File: config.mk
export PLATFORM = sky130hd
export DESIGN_NAME = scc_wave_ram_arbiter
export DESIGN_NICKNAME = d
export VERILOG_FILES = /design/src/rtl/scc_arb_pkg.sv /design/src/rtl/scc_arb_write_fifo.sv /design/src/rtl/scc_wave_ram_arbiter.sv
export SDC_FILE = /design/constraint.sdc
export NUM_CORES = 1
export LEC_CHECK = 0
export CELL_PAD_IN_SITES_DETAIL_PLACEMENT = 2
export CELL_PAD_IN_SITES_GLOBAL_PLACEMENT = 2
export CORE_MARGIN = 2
export CORE_UTILIZATION = 30
export DETAILED_ROUTE_END_ITERATION = 8
export GPL_TIMING_DRIVEN = 0
export PLACE_DENSITY_LB_ADDON = 0.1
export SLEW_MARGIN = 20
export SYNTH_ARGS = -nofsm -noshare
export SYNTH_HDL_FRONTEND = slang
export SYNTH_SLANG_ARGS = --single-unit
File: constraint.sdc
create_clock -name clk -period 2.95 [get_ports clk]
set_input_delay 0.59 -clock clk [delete_from_list [all_inputs] [get_ports clk]]
set_output_delay 0.59 -clock clk [all_outputs]
set_load 0.005 [all_outputs]
File: src/rtl/scc_arb_pkg.sv
// Shared definitions for the SCC wave-RAM arbiter: FSM state encoding,
// wave-window map limits, mixer RAM bank ids and the address decoder.
package scc_arb_pkg;

    // Arbiter FSM states
    localparam logic [2:0] StIdle     = 3'd0;
    localparam logic [2:0] StWaitSlot = 3'd1;
    localparam logic [2:0] StIssue    = 3'd2;
    localparam logic [2:0] StCapture  = 3'd3;
    localparam logic [2:0] StResp     = 3'd4;

    // First unmapped offset of each wave window
    localparam logic [7:0] SCC_LIMIT  = 8'h80;
    localparam logic [7:0] SCCI_LIMIT = 8'hA0;

    // Mixer RAM bank ids
    localparam logic [2:0] ID_A = 3'd0;
    localparam logic [2:0] ID_B = 3'd1;
    localparam logic [2:0] ID_C = 3'd2;
    localparam logic [2:0] ID_D = 3'd3;
    localparam logic [2:0] ID_E = 3'd4;

    typedef struct packed {
        logic       mapped;
        logic [2:0] id;
        logic [4:0] a;
    } wave_dec_t;

    // Posted write as held in the write FIFO
    typedef struct packed {
        logic [2:0] id;
        logic [4:0] a;
        logic [7:0] d;
    } wr_entry_t;

    // SCC exposes banks A..D over 0x00-0x7F; SCC-I adds bank E up to 0x9F.
    function automatic wave_dec_t wave_decode(input logic [7:0] addr, input logic scci);
        wave_dec_t dec;
        dec.a = addr[4:0];
        if (scci) begin
            dec.mapped = (addr < SCCI_LIMIT);
            dec.id     = addr[7:5];
        end else begin
            dec.mapped = (addr < SCC_LIMIT);
            dec.id     = {1'b0, addr[6:5]};
        end
        return dec;
    endfunction

endpackage

File: src/rtl/scc_arb_write_fifo.sv
// Two-entry posted-write FIFO for the wave-RAM arbiter. Only instantiated
// when SCC_ARB_POST_WRITE_EN is defined.
module scc_arb_write_fifo
    import scc_arb_pkg::*;
(
    input  logic      clk,
    input  logic      nreset,
    input  logic      push,
    input  wr_entry_t wdata,
    input  logic      pop,
    output wr_entry_t rdata,
    output logic      full,
    output logic      empty
);

    wr_entry_t  mem_q [2];
    logic       wr_ptr_q;
    logic       rd_ptr_q;
    logic [1:0] count_q;
    logic       push_ok;
    logic       pop_ok;

    assign full    = (count_q == 2'd2);
    assign empty   = (count_q == 2'd0);
    assign rdata   = mem_q[rd_ptr_q];
    assign push_ok = push && !full;
    assign pop_ok  = pop && !empty;

    // Storage, pointers and occupancy
    always_ff @(posedge clk or negedge nreset) begin
        if (!nreset) begin
            mem_q[0] <= '0;
            mem_q[1] <= '0;
            wr_ptr_q <= 1'b0;
            rd_ptr_q <= 1'b0;
            count_q  <= 2'd0;
        end else begin
            if (push_ok) begin
                mem_q[wr_ptr_q] <= wdata;
                wr_ptr_q        <= ~wr_ptr_q;
            end
            if (pop_ok) begin
                rd_ptr_q <= ~rd_ptr_q;
            end
            count_q <= count_q + 2'(push_ok) - 2'(pop_ok);
        end
    end

endmodule

File: src/rtl/scc_wave_ram_arbiter.sv
// Schedules CPU wave-RAM accesses onto the SCC mixer's shared RAM port.
// Strobes are issued only at the mixer scan phase SLOT_PHASE, or after
// MAX_WAIT cycles of waiting, so tone-scan stalls stay bounded.
// Optional: define SCC_ARB_POST_WRITE_EN for a 2-entry posted-write FIFO.
module scc_wave_ram_arbiter
    import scc_arb_pkg::*;
#(
    parameter logic [2:0]  SLOT_PHASE = 3'd0,
    parameter int unsigned MAX_WAIT   = 8,
    parameter logic [7:0]  OPEN_BUS   = 8'hFF
) (
    input  logic       nreset,
    input  logic       clk,
    input  logic       reg_scci_enable,
    input  logic       req_valid,
    output logic       req_ready,
    input  logic       req_write,
    input  logic [7:0] req_address,
    input  logic [7:0] req_wdata,
    output logic       rsp_valid,
    output logic [7:0] rsp_rdata,
    input  logic [2:0] active,
    output logic [2:0] sram_id,
    output logic [4:0] sram_a,
    output logic [7:0] sram_d,
    output logic       sram_oe,
    output logic       sram_we,
    input  logic [7:0] sram_q,
    input  logic       sram_q_en,
    output logic       busy
);

    localparam logic [7:0] LastWait = 8'(MAX_WAIT - 1);

    logic [2:0] state_q, state_d;
    logic [7:0] wait_cnt_q, wait_cnt_d;
    logic       cap_cnt_q, cap_cnt_d;
    logic [7:0] rdata_q, rdata_d;
    logic       write_q;
    logic [2:0] id_q;
    logic [4:0] a_q;
    logic [7:0] d_q;
    logic       oe_q, we_q;
    logic       load;

    wave_dec_t  dec;
    logic       accept;
    logic       open_read;
    // Access handed to the FSM when it leaves IDLE towards WAIT_SLOT
    logic       start_valid;
    logic       start_write;
    logic [2:0] start_id;
    logic [4:0] start_a;
    logic [7:0] start_d;

    assign dec       = wave_decode(req_address, reg_scci_enable);
    assign accept    = req_valid && req_ready;
    assign open_read = accept && !req_write && !dec.mapped;

`ifdef SCC_ARB_POST_WRITE_EN
    wr_entry_t fifo_wdata;
    wr_entry_t fifo_rdata;
    logic      fifo_push;
    logic      fifo_pop;
    logic      fifo_full;
    logic      fifo_empty;

    // Writes post while there is room; reads need a fully quiet arbiter.
    assign req_ready   = req_write ? !fifo_full : ((state_q == StIdle) && fifo_empty);
    assign fifo_push   = accept && req_write && dec.mapped;
    assign fifo_wdata  = '{id: dec.id, a: dec.a, d: req_wdata};
    assign fifo_pop    = (state_q == StIdle) && !fifo_empty;
    assign start_valid = fifo_pop || (accept && !req_write && dec.mapped);
    assign start_write = fifo_pop;
    assign start_id    = fifo_pop ? fifo_rdata.id : dec.id;
    assign start_a     = fifo_pop ? fifo_rdata.a : dec.a;
    assign start_d     = fifo_pop ? fifo_rdata.d : 8'h00;
    assign busy        = (state_q != StIdle) || !fifo_empty;

    scc_arb_write_fifo u_write_fifo (
        .clk    (clk),
        .nreset (nreset),
        .push   (fifo_push),
        .wdata  (fifo_wdata),
        .pop    (fifo_pop),
        .rdata  (fifo_rdata),
        .full   (fifo_full),
        .empty  (fifo_empty)
    );
`else
    assign req_ready   = (state_q == StIdle);
    assign start_valid = accept && dec.mapped;
    assign start_write = req_write;
    assign start_id    = dec.id;
    assign start_a     = dec.a;
    assign start_d     = req_write ? req_wdata : 8'h00;
    assign busy        = (state_q != StIdle);
`endif

    assign rsp_valid = (state_q == StResp);
    assign rsp_rdata = rdata_q;
    assign sram_id   = id_q;
    assign sram_a    = a_q;
    assign sram_d    = d_q;
    assign sram_oe   = oe_q;
    assign sram_we   = we_q;

    // Next-state, wait/capture counters and read-data selection
    always_comb begin
        state_d    = state_q;
        wait_cnt_d = wait_cnt_q;
        cap_cnt_d  = cap_cnt_q;
        rdata_d    = rdata_q;
        load       = 1'b0;
        case (state_q)
            StIdle: begin
                if (start_valid) begin
                    load       = 1'b1;
                    wait_cnt_d = 8'd0;
                    state_d    = StWaitSlot;
                end else if (open_read) begin
                    rdata_d = OPEN_BUS;
                    state_d = StResp;
                end
            end
            StWaitSlot: begin
                wait_cnt_d = wait_cnt_q + 8'd1;
                if ((active == SLOT_PHASE) || (wait_cnt_q == LastWait)) begin
                    state_d = StIssue;
                end
            end
            StIssue: begin
                cap_cnt_d = 1'b0;
                state_d   = write_q ? StIdle : StCapture;
            end
            StCapture: begin
                if (sram_q_en) begin
                    rdata_d = sram_q;
                    state_d = StResp;
                end else if (cap_cnt_q) begin
                    // Mixer never qualified the data: answer open bus
                    rdata_d = OPEN_BUS;
                    state_d = StResp;
                end else begin
                    cap_cnt_d = 1'b1;
                end
            end
            StResp: begin
                state_d = StIdle;
            end
            default: begin
                state_d = StIdle;
            end
        endcase
    end

    // State, latched access and strobes registered off the next state
    always_ff @(posedge clk or negedge nreset) begin
        if (!nreset) begin
            state_q    <= StIdle;
            wait_cnt_q <= 8'd0;
            cap_cnt_q  <= 1'b0;
            rdata_q    <= 8'h00;
            write_q    <= 1'b0;
            id_q       <= 3'd0;
            a_q        <= 5'd0;
            d_q        <= 8'h00;
            oe_q       <= 1'b0;
            we_q       <= 1'b0;
        end else begin
            state_q    <= state_d;
            wait_cnt_q <= wait_cnt_d;
            cap_cnt_q  <= cap_cnt_d;
            rdata_q    <= rdata_d;
            oe_q       <= (state_d == StIssue) && !write_q;
            we_q       <= (state_d == StIssue) && write_q;
            if (load) begin
                write_q <= start_write;
                id_q    <= start_id;
                a_q     <= start_a;
                d_q     <= start_d;
            end
        end
    end

endmodule
==> results of run 1 <==
critical path, delay by kind of cell:
| kind | cells | cell delay [ns] |
|---|---|---|
| compound gates | 1 | 0.34 |
| mux | 1 | 0.30 |
| buf+inv | 2 | 0.66 |
| simple gates | 1 | 0.50 |
where the power goes:
part           switching, W  internal (W)
clock              0.000181      0.000166
combinational      0.000358      0.000540
sequential         0.000143      0.000722
area by class of cell:
cell class                      count  share of cell area, %
Sequential cell                    39                  38.16
Multi-Input combinational cell     93                  27.50
Timing Repair Buffer               61                  24.07
Tap cell                           72                  3.523
Clock buffer                        7                  2.984
Buffer                              5                  1.810
Inverter                           12                  1.761
Clock inverter                      1                 0.1957
metal layers:
metal	vias to the layer above	track usage [%]	part of all wire [%]
met5	-	0	0
met3	5	4.222	5.6
met2	40	29.75	53
met4	0	5.593	1.1
met1	721	19.76	41
li1	676	-	-
per-stage QoR:
stage,hold slack [ns],total power [W],instance area (um2),worst slack [ns]
global placement,0.4913,0.001719,2461,0.2983
CTS,0.1908,0.002147,2557,0.7038
floorplan,0.2944,0.001272,1770,0.9913
detailed placement,0.5003,0.001783,2476,0.3896
finish,0.1824,0.002110,2557,0.7109
global route,0.1992,0.002272,2557,0.6578
sequential cells by signal, summed over array words and instances (netlist names):
signal / flops
sram_we: 1
sram_oe: 1
sram_a: 5
wait_cnt_q: 8
cap_cnt_q: 1
state_q: 3
sram_id: 3
rsp_rdata: 8
sram_d: 8
write_q: 1
worst paths after layout:
check	from	endpoint	slack, ns	cells after the start
hold reg to reg	sram_a[2]$_DFFE_PN0P_	sram_a[2]$_DFFE_PN0P_	0.51	1
hold / removal	nreset	wait_cnt_q[5]$_DFFE_PN0P_	0.18	1
max in group asynchronous	nreset	rsp_rdata[3]$_DFFE_PN0P_	2.30	2
setup / recovery	reg_scci_enable	sram_id[1]$_DFFE_PN0P_	0.71	5
min in group clk	sram_a[2]$_DFFE_PN0P_	sram_a[2]$_DFFE_PN0P_	0.51	1
setup reg to reg	state_q[1]$_DFF_PN0_	sram_id[1]$_DFFE_PN0P_	0.95	4
synth_stat cells (2+ instances only):
cell type	number	area [um2]
nand3_1	3	15.01
inv_1	12	45.04
nand4_1	2	12.51
nor3b_1	3	22.52
mux2_4	2	30.03
mux2_2	6	67.56
nor2b_1	3	18.77
o21a_1	2	15.01
or4_1	4	30.03
nand2_1	16	60.06
nand2b_1	2	12.51
nor3_1	4	20.02
a21oi_1	2	10.01
o32a_1	8	80.08
or3_1	3	18.77
o31ai_1	2	15.01
mux2i_1	9	90.09
dfrtp_1	39	975.9
o21ai_0	8	40.04
cell families after synthesis:
family | share of synthesized area, %
simple gates | 16.04
compound gates | 12.37
flops | 55.12
mux | 10.60
fa+ha+maj | 0.7066
buf+inv | 5.159
==> summary.md, run 1 <==
| Metric | Value |
|---|---|
| Layout Nets | `251` |
| Setup TNS | `0 ns` |
| Final WL | `5000 um` |
| Peak Freq | `446.6 MHz` |
| Core Rows | `27` |
| Ratio of cells with drive above 1 in the final layout | `11.01%` |
| Setup CP Type | `in -> reg` |
| Distinct cells, synth | `38` |
| Crit share post-route | `75.90%` |
| Vias in the first global route | `1,675` |
| Placer Congestion | `0.7038` |
| DR WL/cell | `17.24 um` |
| Req. time, crit path | `3.12 ns` |
| Number of max-cap violations | `0` |
| Setup bufs post-CTS | `0` |
| CTS resizes | `0` |
| ANT cells | `0` |
| Placed Instances | `282` |
| Num CTS Buffers | `5` |
| Worst slew margin | `64.62%` |
| Fill count | `610` |
| H-tree levels | `2` |
| Area grow syn2layout | `44.45%` |
| Vias/cell | `4.972` |
| Fin Clk Skew | `0.01067 ns` |
| Largest net degree at the start of global routing | `28` |
| Multi-input gate area in the final layout | `703.2 um2` |
| Cell Area, Synth | `0.001770 mm2` |
| DRT iter0 DRCs | `21` |
| Slew @ Worst Pin | `0.5307 ns` |
| CTS tree | `done` |
| GRT Util Overall | `16.78%` |
| Storage cell area | `975.9 um2` |
| Power per cell area | `824.9 mW/mm2` |
| Max rail drop VDD | `0.3637 mV` |
| Primary FF master, synth | `dfrtp_1` |
| Async SR Flop Fraction | `100.0%` |
| DR DRC count | `0` |
| Clk sinks | `39` |
| Final Setup Violations | `0` |
| Final Util | `45.60%` |
| Mean area per synthesized cell | `11.88 um2` |
| EDFF count, synth | `0` |
| CTS Hold Bufs | `0` |
| Top Ports | `62` |
| Cells after Synth | `149` |
| RSZ-0062 raised after global routing | `no` |
| Pleak | `1.036 nW` |
| Die H | `80.82 um` |
| Finished Layout Cells | `290` |
| Initial antenna violation count | `0` |
| Commonest non-fill, non-tap cell in the layout | `clkdlybuf4s50_1` |
| Worst skew pair latency | `0.29 ns` |
| Crit Path Max Fanout | `10` |
| Clock period minus worst slack | `2.239 ns` |
| Clock Pin Slew Worst Setup and Hold Paths | `0.08 ns` |
| Critical path data arrival time | `2.41 ns` |
| Critical path endpoint category | `flop` |
| Count of state elements after synthesis | `39` |
| Antenna viol nets, final | `0` |
| Startpoint types | `input port` |
| CP max stage cell | `or3b_2` |
| CP cell instances | `clkdlybuf4s50_1, or3b_2, a21oi_4, buf_12, mux2_4` |
| Yosys warning count | `0` |
| Starting Density | `31.57%` |
| Sequential area share after synthesis | `55.12%` |
| Full die area | `0.006532 mm2` |
| HPWL Detailed | `3859 um` |
| Crit-path max cell delay | `0.50 ns` |
| Worst min path class | `in -> async` |
| Port-buffer cells | `60` |
| Core region area | `0.005608 mm2` |
| Die X | `80.82 um` |
| CTS root buf | `clkbuf_8` |
| Syn_nets | `183` |
| Drt pass-1 iters | `3` |
| Most frequent cells in the layout | `59 x clkdlybuf4s50_1, 39 x dfrtp_1, 16 x nand2_1` |
| Gr ovfl total | `0` |
| Via count | `1,442` |
| Status | `complete, no violations` |
| Slew Viols, Final | `0` |
| First-pass GRT wire length | `8349 um` |
| Longest Clk Path Bufs | `2` |
| Final Hold Fails | `0` |
Power figures use the tool's default switching activity.
==> inputs of run 2 (changes only) <==
Settings changed: CORE_UTILIZATION 30 to 25.
Clock period 2.95 ns to 1.9 ns, I/O delays scaled along.
==> summary.md, run 2 (same netlist as run 1, synthesis figures left out) <==
| Metric | Value |
|---|---|
| Status | `complete, no violations (unchanged)` |
| Req. time, crit path | `2.08 ns (was 3.12 ns)` |
| Power share of the combinational group | `43.4% (was 42.5%)` |
| Pwr Total | `0.003489 W (was 0.002110 W)` |
| Worst min path class | `reg -> reg (was in -> async)` |
| Top delay family on crit path | `simple AND/OR/NAND/NOR gates (was buffers and inverters)` |
| Final Hold Fails | `0 (unchanged)` |
| Worst slew margin | `63.37% (was 64.62%)` |
| CP cell instances | `buf_6, or4b_4, a21oi_4, buf_12, mux2_4 (was clkdlybuf4s50_1, or3b_2, a21oi_4, buf_12, mux2_4)` |
| Setup CP Type | `reg -> reg (was in -> reg)` |
| HPWL Detailed | `3982 um (was 3859 um)` |
| DRT iter0 DRCs | `24 (was 21)` |
| Vias in the first global route | `1,707 (was 1,675)` |
| Critical path endpoint category | `flop (unchanged)` |
| Final Util | `39.93% (was 45.60%)` |
| Num CTS Buffers | `5 (unchanged)` |
| Power Internal | `0.002386 W (was 0.001428 W)` |
| Commonest non-fill, non-tap cell in the layout | `clkdlybuf4s50_1 (unchanged)` |
| Critical path buffers and inverters | `2 (unchanged)` |
| Crit Path Max Fanout | `8 (was 10)` |
| Layout Nets | `263 (was 251)` |
| Die X | `88.16 um (was 80.82 um)` |
| Core Rows | `30 (was 27)` |
| Full die area | `0.007771 mm2 (was 0.006532 mm2)` |
| Power per cell area | `1279 mW/mm2 (was 824.9 mW/mm2)` |
| Clk sinks | `39 (unchanged)` |
| CTS root buf | `clkbuf_8 (unchanged)` |
| Placed Instances | `306 (was 282)` |
| Port-buffer cells | `60 (unchanged)` |
| Die H | `88.16 um (was 80.82 um)` |
| CTS tree | `done (unchanged)` |
| Placer Congestion | `0.7281 (was 0.7038)` |
| CP max stage cell | `or4b_4 (was or3b_2)` |
| Max rail drop VDD | `0.3795 mV (was 0.3637 mV)` |
| GRT Util Overall | `15.06% (was 16.78%)` |
| GRT met3 Usage | `4.147% (was 4.222%)` |
| Clk pwr share | `17.9% (was 16.5%)` |
| Met2 Track Usage GR | `27.20% (was 29.75%)` |
| DR DRC count | `0 (unchanged)` |
| R2R depth | `5 (was 4)` |
| Worst skew pair latency | `0.29 ns (about the same)` |
| GRT busiest layer | `met2 (unchanged)` |
| First-pass GRT wire length | `8790 um (was 8349 um)` |
| Clock period minus worst slack | `1.880 ns` |
| Area grow syn2layout | `54.06% (was 44.45%)` |
| Vias/cell | `4.580 (was 4.972)` |
| Core region area | `0.006832 mm2 (was 0.005608 mm2)` |
| Number of max-cap violations | `0 (unchanged)` |
| Longest Clk Path Bufs | `2 (unchanged)` |
| Crit-path max cell delay | `0.55 ns (was 0.50 ns)` |
| RSZ-0062 raised after global routing | `yes (was no)` |
| Gr ovfl total | `0 (unchanged)` |
| Pleak | `1.120 nW (was 1.036 nW)` |
| Crit share post-route | `98.93%` |
| Drt pass-1 iters | `3 (unchanged)` |
| Fin Clk Skew | `0.003234 ns (was 0.01067 ns)` |
| Peak Freq | `532.0 MHz` |
| Startpoint types | `flop (was input port)` |
| Top Ports | `62 (unchanged)` |
| CP Depth | `5 (unchanged)` |
| Slew @ Worst Pin | `0.5494 ns (was 0.5307 ns)` |
| Sequential Power Share | `38.6% (was 41.0%)` |
| Design Area, Final | `0.002728 mm2 (was 0.002557 mm2)` |
| Via count | `1,493 (was 1,442)` |
| Clock Pin Slew Worst Setup and Hold Paths | `0.08 ns (about the same)` |
| Area after DPL | `0.002506 mm2 (was 0.002476 mm2)` |
| Met1 usage | `17.33% (was 19.76%)` |
| Most frequent cells in the layout | `57 x clkdlybuf4s50_1, 37 x dfrtp_1, 16 x nand2_1 (was 59 x clkdlybuf4s50_1, 39 x dfrtp_1, 16 x nand2_1)` |
| WHS Path Cells | `1` |
| Starting Density | `25.92% (was 31.57%)` |
| ANT cells | `0 (unchanged)` |
| Antenna viol nets, final | `0 (unchanged)` |
| DR WL/cell | `16.62 um (was 17.24 um)` |
| Switching part of the total | `31.62% (was 32.33%)` |
| Final Setup Violations | `0 (unchanged)` |
| Finished Layout Cells | `326 (was 290)` |
| Largest net degree at the start of global routing | `29 (was 28)` |
| Critical path data arrival time | `2.06 ns (was 2.41 ns)` |
| Final WL | `5419 um (was 5000 um)` |
| H-tree levels | `2 (unchanged)` |
| Ratio of cells with drive above 1 in the final layout | `17.39% (was 11.01%)` |
| Initial antenna violation count | `0 (unchanged)` |
| Sw power | `0.001104 W (was 0.0006821 W)` |
| Slew Viols, Final | `0 (unchanged)` |
==> run 2: stage by stage <==
step	setup WS, ns	hold WS, ns	setup TNS [ns]
after global placement	-0.5720	0.4941	-30.76
after detailed placement	-0.4416	0.2927	-10.29
final	0.02030	0.5147	0
after global routing	-0.03042	0.5398	-0.2467
after CTS	0.005828	0.5170	0
after floorplan	0.04014	0.08441	0
==> run 2: layer usage <==
metal  wire length, um  share of wire, %  vias to the layer above
met5                 0                 0                        -
met4                63               1.2                        0
met3               244               4.5                        5
met2              2849                53                       34
met1              2262                42                      757
li1                  -                 -                      697
==> run 2: power by group through the flow <==
| stage | logic [W] | registers [W] | clock network (W) |
|---|---|---|---|
| after detailed placement | 0.00141 | 0.00137 | 0 |
| after CTS | 0.00151 | 0.00136 | 0.000654 |
| after floorplan | 0.000650 | 0.00133 | 0 |
| after global placement | 0.00136 | 0.00134 | 0 |
| final | 0.00152 | 0.00135 | 0.000625 |
| after global routing | 0.00166 | 0.00140 | 0.000684 |
==> run 2: worst reg2reg max path, stage by stage, from the launching register on <==
cell and delay, ns:
dfrtp_1 0.38, buf_6 0.12, or4b_4 0.55, a21oi_4 0.24, buf_12 0.17, mux2_4 0.30
==> run 2: repair_timing <==
action                                  in CTS  in global routing
endpoints found under the setup margin      14                 26
gates cloned                                 0                  0
hold buffers                                 1                  0
resized for setup                            6                  3
pin swaps                                    1                  1
hold endpoints to repair                    11                  0
setup buffers                                8                  3
==> run 2: layout make-up <==
| cell class | count | area, um2 |
|---|---|---|
| plain buffers | 5 | 47.55 |
| flip-flops and latches | 39 | 978.4 |
| clock buffers | 8 | 100.1 |
| fillers | 766 | 4104 |
| repair buffers | 73 | 725.7 |
| multi-input cells | 93 | 710.7 |
| well taps | 96 | 120.1 |
| inverters | 12 | 45.04 |
==> run 2: worst paths after layout <==
path	start	end	slack, ns
worst max-delay path	state_q[0]$_DFF_PN0_	sram_id[1]$_DFFE_PN0P_	0.02
worst min-delay path	sram_a[1]$_DFFE_PN0P_	sram_a[1]$_DFFE_PN0P_	0.51
worst max register to register	state_q[0]$_DFF_PN0_	sram_id[1]$_DFFE_PN0P_	0.02
worst min register to register	sram_a[1]$_DFFE_PN0P_	sram_a[1]$_DFFE_PN0P_	0.51
max in group asynchronous	nreset	state_q[2]$_DFF_PN0_	0.92
min in group asynchronous	nreset	rsp_rdata[7]$_DFFE_PN0P_	0.52
==> inputs of run 3 (changes only) <==
Settings changed: CORE_ASPECT_RATIO from default to 0.8.
==> summary.md, run 3 (same netlist as run 1, synthesis figures left out) <==
| Metric | Value |
|---|---|
| Sw power | `0.001119 W (was 0.001104 W)` |
| Largest net degree at the start of global routing | `27 (was 29)` |
| Core region area | `0.006858 mm2 (was 0.006832 mm2)` |
| Hold Slack | `0.5182 ns (was 0.5147 ns)` |
| Pleak | `1.129 nW (was 1.120 nW)` |
| Slew @ Worst Pin | `0.5476 ns (was 0.5494 ns)` |
| Reg2reg setup slack | `0.03 ns (was 0.02 ns)` |
| Port-buffer cells | `60 (unchanged)` |
| Full die area | `0.007775 mm2 (was 0.007771 mm2)` |
| Via count | `1,485 (was 1,493)` |
| Clock Pin Slew Worst Setup and Hold Paths | `0.07 ns (was 0.08 ns)` |
| CTS tree | `done (unchanged)` |
| Num CTS Buffers | `5 (unchanged)` |
| Met2 Track Usage GR | `24.11% (was 27.20%)` |
| Initial antenna violation count | `0 (unchanged)` |
| Longest Clk Path Bufs | `2 (unchanged)` |
| Top Ports | `62 (unchanged)` |
| Vias in the first global route | `1,671 (was 1,707)` |
| GRT met3 Usage | `4.313% (was 4.147%)` |
| H-tree levels | `2 (unchanged)` |
| HPWL Detailed | `3859 um (was 3982 um)` |
| Clk pwr share | `20.2% (was 17.9%)` |
| DR DRC count | `0 (unchanged)` |
| Gr ovfl total | `0 (unchanged)` |
| Crit Path Max Fanout | `4 (was 8)` |
| Worst slew margin | `63.49% (was 63.37%)` |
| GRT busiest layer | `met2 (unchanged)` |
| Setup TNS | `0 ns (unchanged)` |
| GRT Util Overall | `14.11% (was 15.06%)` |
| Drt pass-1 iters | `2 (was 3)` |
| Die X | `98.09 um (was 88.16 um)` |
| Crit share post-route | `99.49% (was 98.93%)` |
| Switching part of the total | `31.10% (was 31.62%)` |
| Setup CP Type | `in -> reg (was reg -> reg)` |
| Final Hold Fails | `0 (unchanged)` |
| Final WL | `5228 um (was 5419 um)` |
| Placed Instances | `297 (was 306)` |
| Die H | `79.27 um (was 88.16 um)` |
| Power share of the combinational group | `42.3% (was 43.4%)` |
| Pwr Total | `0.003597 W (was 0.003489 W)` |
| DR WL/cell | `16.44 um (was 16.62 um)` |
| Placer Congestion | `0.7180 (was 0.7281)` |
| Fin Clk Skew | `0.008208 ns (was 0.003234 ns)` |
| Number of max-cap violations | `0 (unchanged)` |
| Critical path data arrival time | `2.06 ns (about the same)` |
| Layout Nets | `264 (was 263)` |
| Area grow syn2layout | `54.28% (was 54.06%)` |
| Peak Freq | `529.0 MHz (was 532.0 MHz)` |
| CTS root buf | `clkbuf_8 (unchanged)` |
| Design Area, Final | `0.002731 mm2 (was 0.002728 mm2)` |
| Req. time, crit path | `2.07 ns (was 2.08 ns)` |
| Commonest non-fill, non-tap cell in the layout | `clkdlybuf4s50_1 (unchanged)` |
| RSZ-0062 raised after global routing | `yes (unchanged)` |
| ANT cells | `0 (unchanged)` |
| Ratio of cells with drive above 1 in the final layout | `17.75% (was 17.39%)` |
| Slew Viols, Final | `0 (unchanged)` |
| Finished Layout Cells | `318 (was 326)` |
| Core Rows | `27 (was 30)` |
| Power per cell area | `1317 mW/mm2 (was 1279 mW/mm2)` |
| Clk sinks | `39 (unchanged)` |
| Antenna viol nets, final | `0 (unchanged)` |
| First-pass GRT wire length | `8735 um (was 8790 um)` |
| Max rail drop VDD | `0.5140 mV (was 0.3795 mV)` |
| Worst skew pair latency | `0.29 ns (about the same)` |
| Startpoint types | `input port (was flop)` |
| Most frequent cells in the layout | `57 x clkdlybuf4s50_1, 37 x dfrtp_1, 16 x nand2_1 (unchanged)` |
| Final Setup Violations | `0 (unchanged)` |
| Met1 usage | `17.74% (was 17.33%)` |
| Status | `complete, no violations (unchanged)` |
| Vias/cell | `4.670 (was 4.580)` |
| Worst min path class | `reg -> reg (unchanged)` |
| Area after DPL | `0.002495 mm2 (was 0.002506 mm2)` |
| Critical path endpoint category | `flop (unchanged)` |
| Power Internal | `0.002479 W (was 0.002386 W)` |
| Sequential Power Share | `37.5% (was 38.6%)` |
| DRT iter0 DRCs | `47 (was 24)` |
| Starting Density | `25.82% (was 25.92%)` |
| Clock period minus worst slack | `1.890 ns (was 1.880 ns)` |
==> run 3: final cells by class <==
class | count | area, um2
Buffer | 5 | 46.29
Clock buffer | 6 | 82.58
Clock inverter | 2 | 35.03
Fill cell | 703 | 4126
Inverter | 12 | 45.04
Multi-Input combinational cell | 93 | 714.4
Sequential cell | 39 | 978.4
Tap cell | 87 | 108.9
Timing Repair Buffer | 74 | 720.7
==> run 3: per-stage QoR <==
step / setup WS, ns / utilization [%]
final: 0.009769 / 39.83
after global routing: -0.02355 / 39.83
after CTS: 0.01032 / 38.92
after detailed placement: -0.4609 / 36.38
after global placement: -0.5802 / 36.16
after floorplan: 0.04014 / -
==> run 3: worst paths after layout <==
path,startpoint,endpoint,depth (start not counted)
min in group asynchronous,nreset,sram_d[5]$_DFFE_PN0P_,2
max,reg_scci_enable,sram_a[0]$_DFFE_PN0P_,5
min,sram_a[1]$_DFFE_PN0P_,sram_a[1]$_DFFE_PN0P_,1
min reg2reg,sram_a[1]$_DFFE_PN0P_,sram_a[1]$_DFFE_PN0P_,1
max in group asynchronous,nreset,state_q[1]$_DFF_PN0_,3
max reg2reg,state_q[1]$_DFF_PN0_,sram_a[0]$_DFFE_PN0P_,4
==> run 3: critical path, stage by stage <==
cell and delay (ns):
clkdlybuf4s50_1 0.48, or3b_2 0.50, a21oi_4 0.23, buf_6 0.15, mux2_2 0.32
==> run 3: layer usage <==
layer	up-vias	routed length, um
met5	-	0
met4	0	38
met3	4	290
met2	36	2594
met1	746	2304
li1	699	-
==> run 3: repair_timing <==
action	in CTS	in global routing
endpoints found under the setup margin	16	22
cloned	0	0
pin swaps	2	2
setup buffers	5	7
hold buffers	1	0
resized for setup	6	2
hold endpoints to repair	13	0
==> run 3: power groups by stage <==
stage                     clock, W  sequential, W  combinational (W)
after floorplan                  0        0.00133           0.000650
after global placement           0        0.00133            0.00136
after detailed placement         0        0.00136            0.00141
after CTS                 0.000754        0.00135            0.00145
after global routing      0.000800        0.00140            0.00167
final                     0.000726        0.00135            0.00152
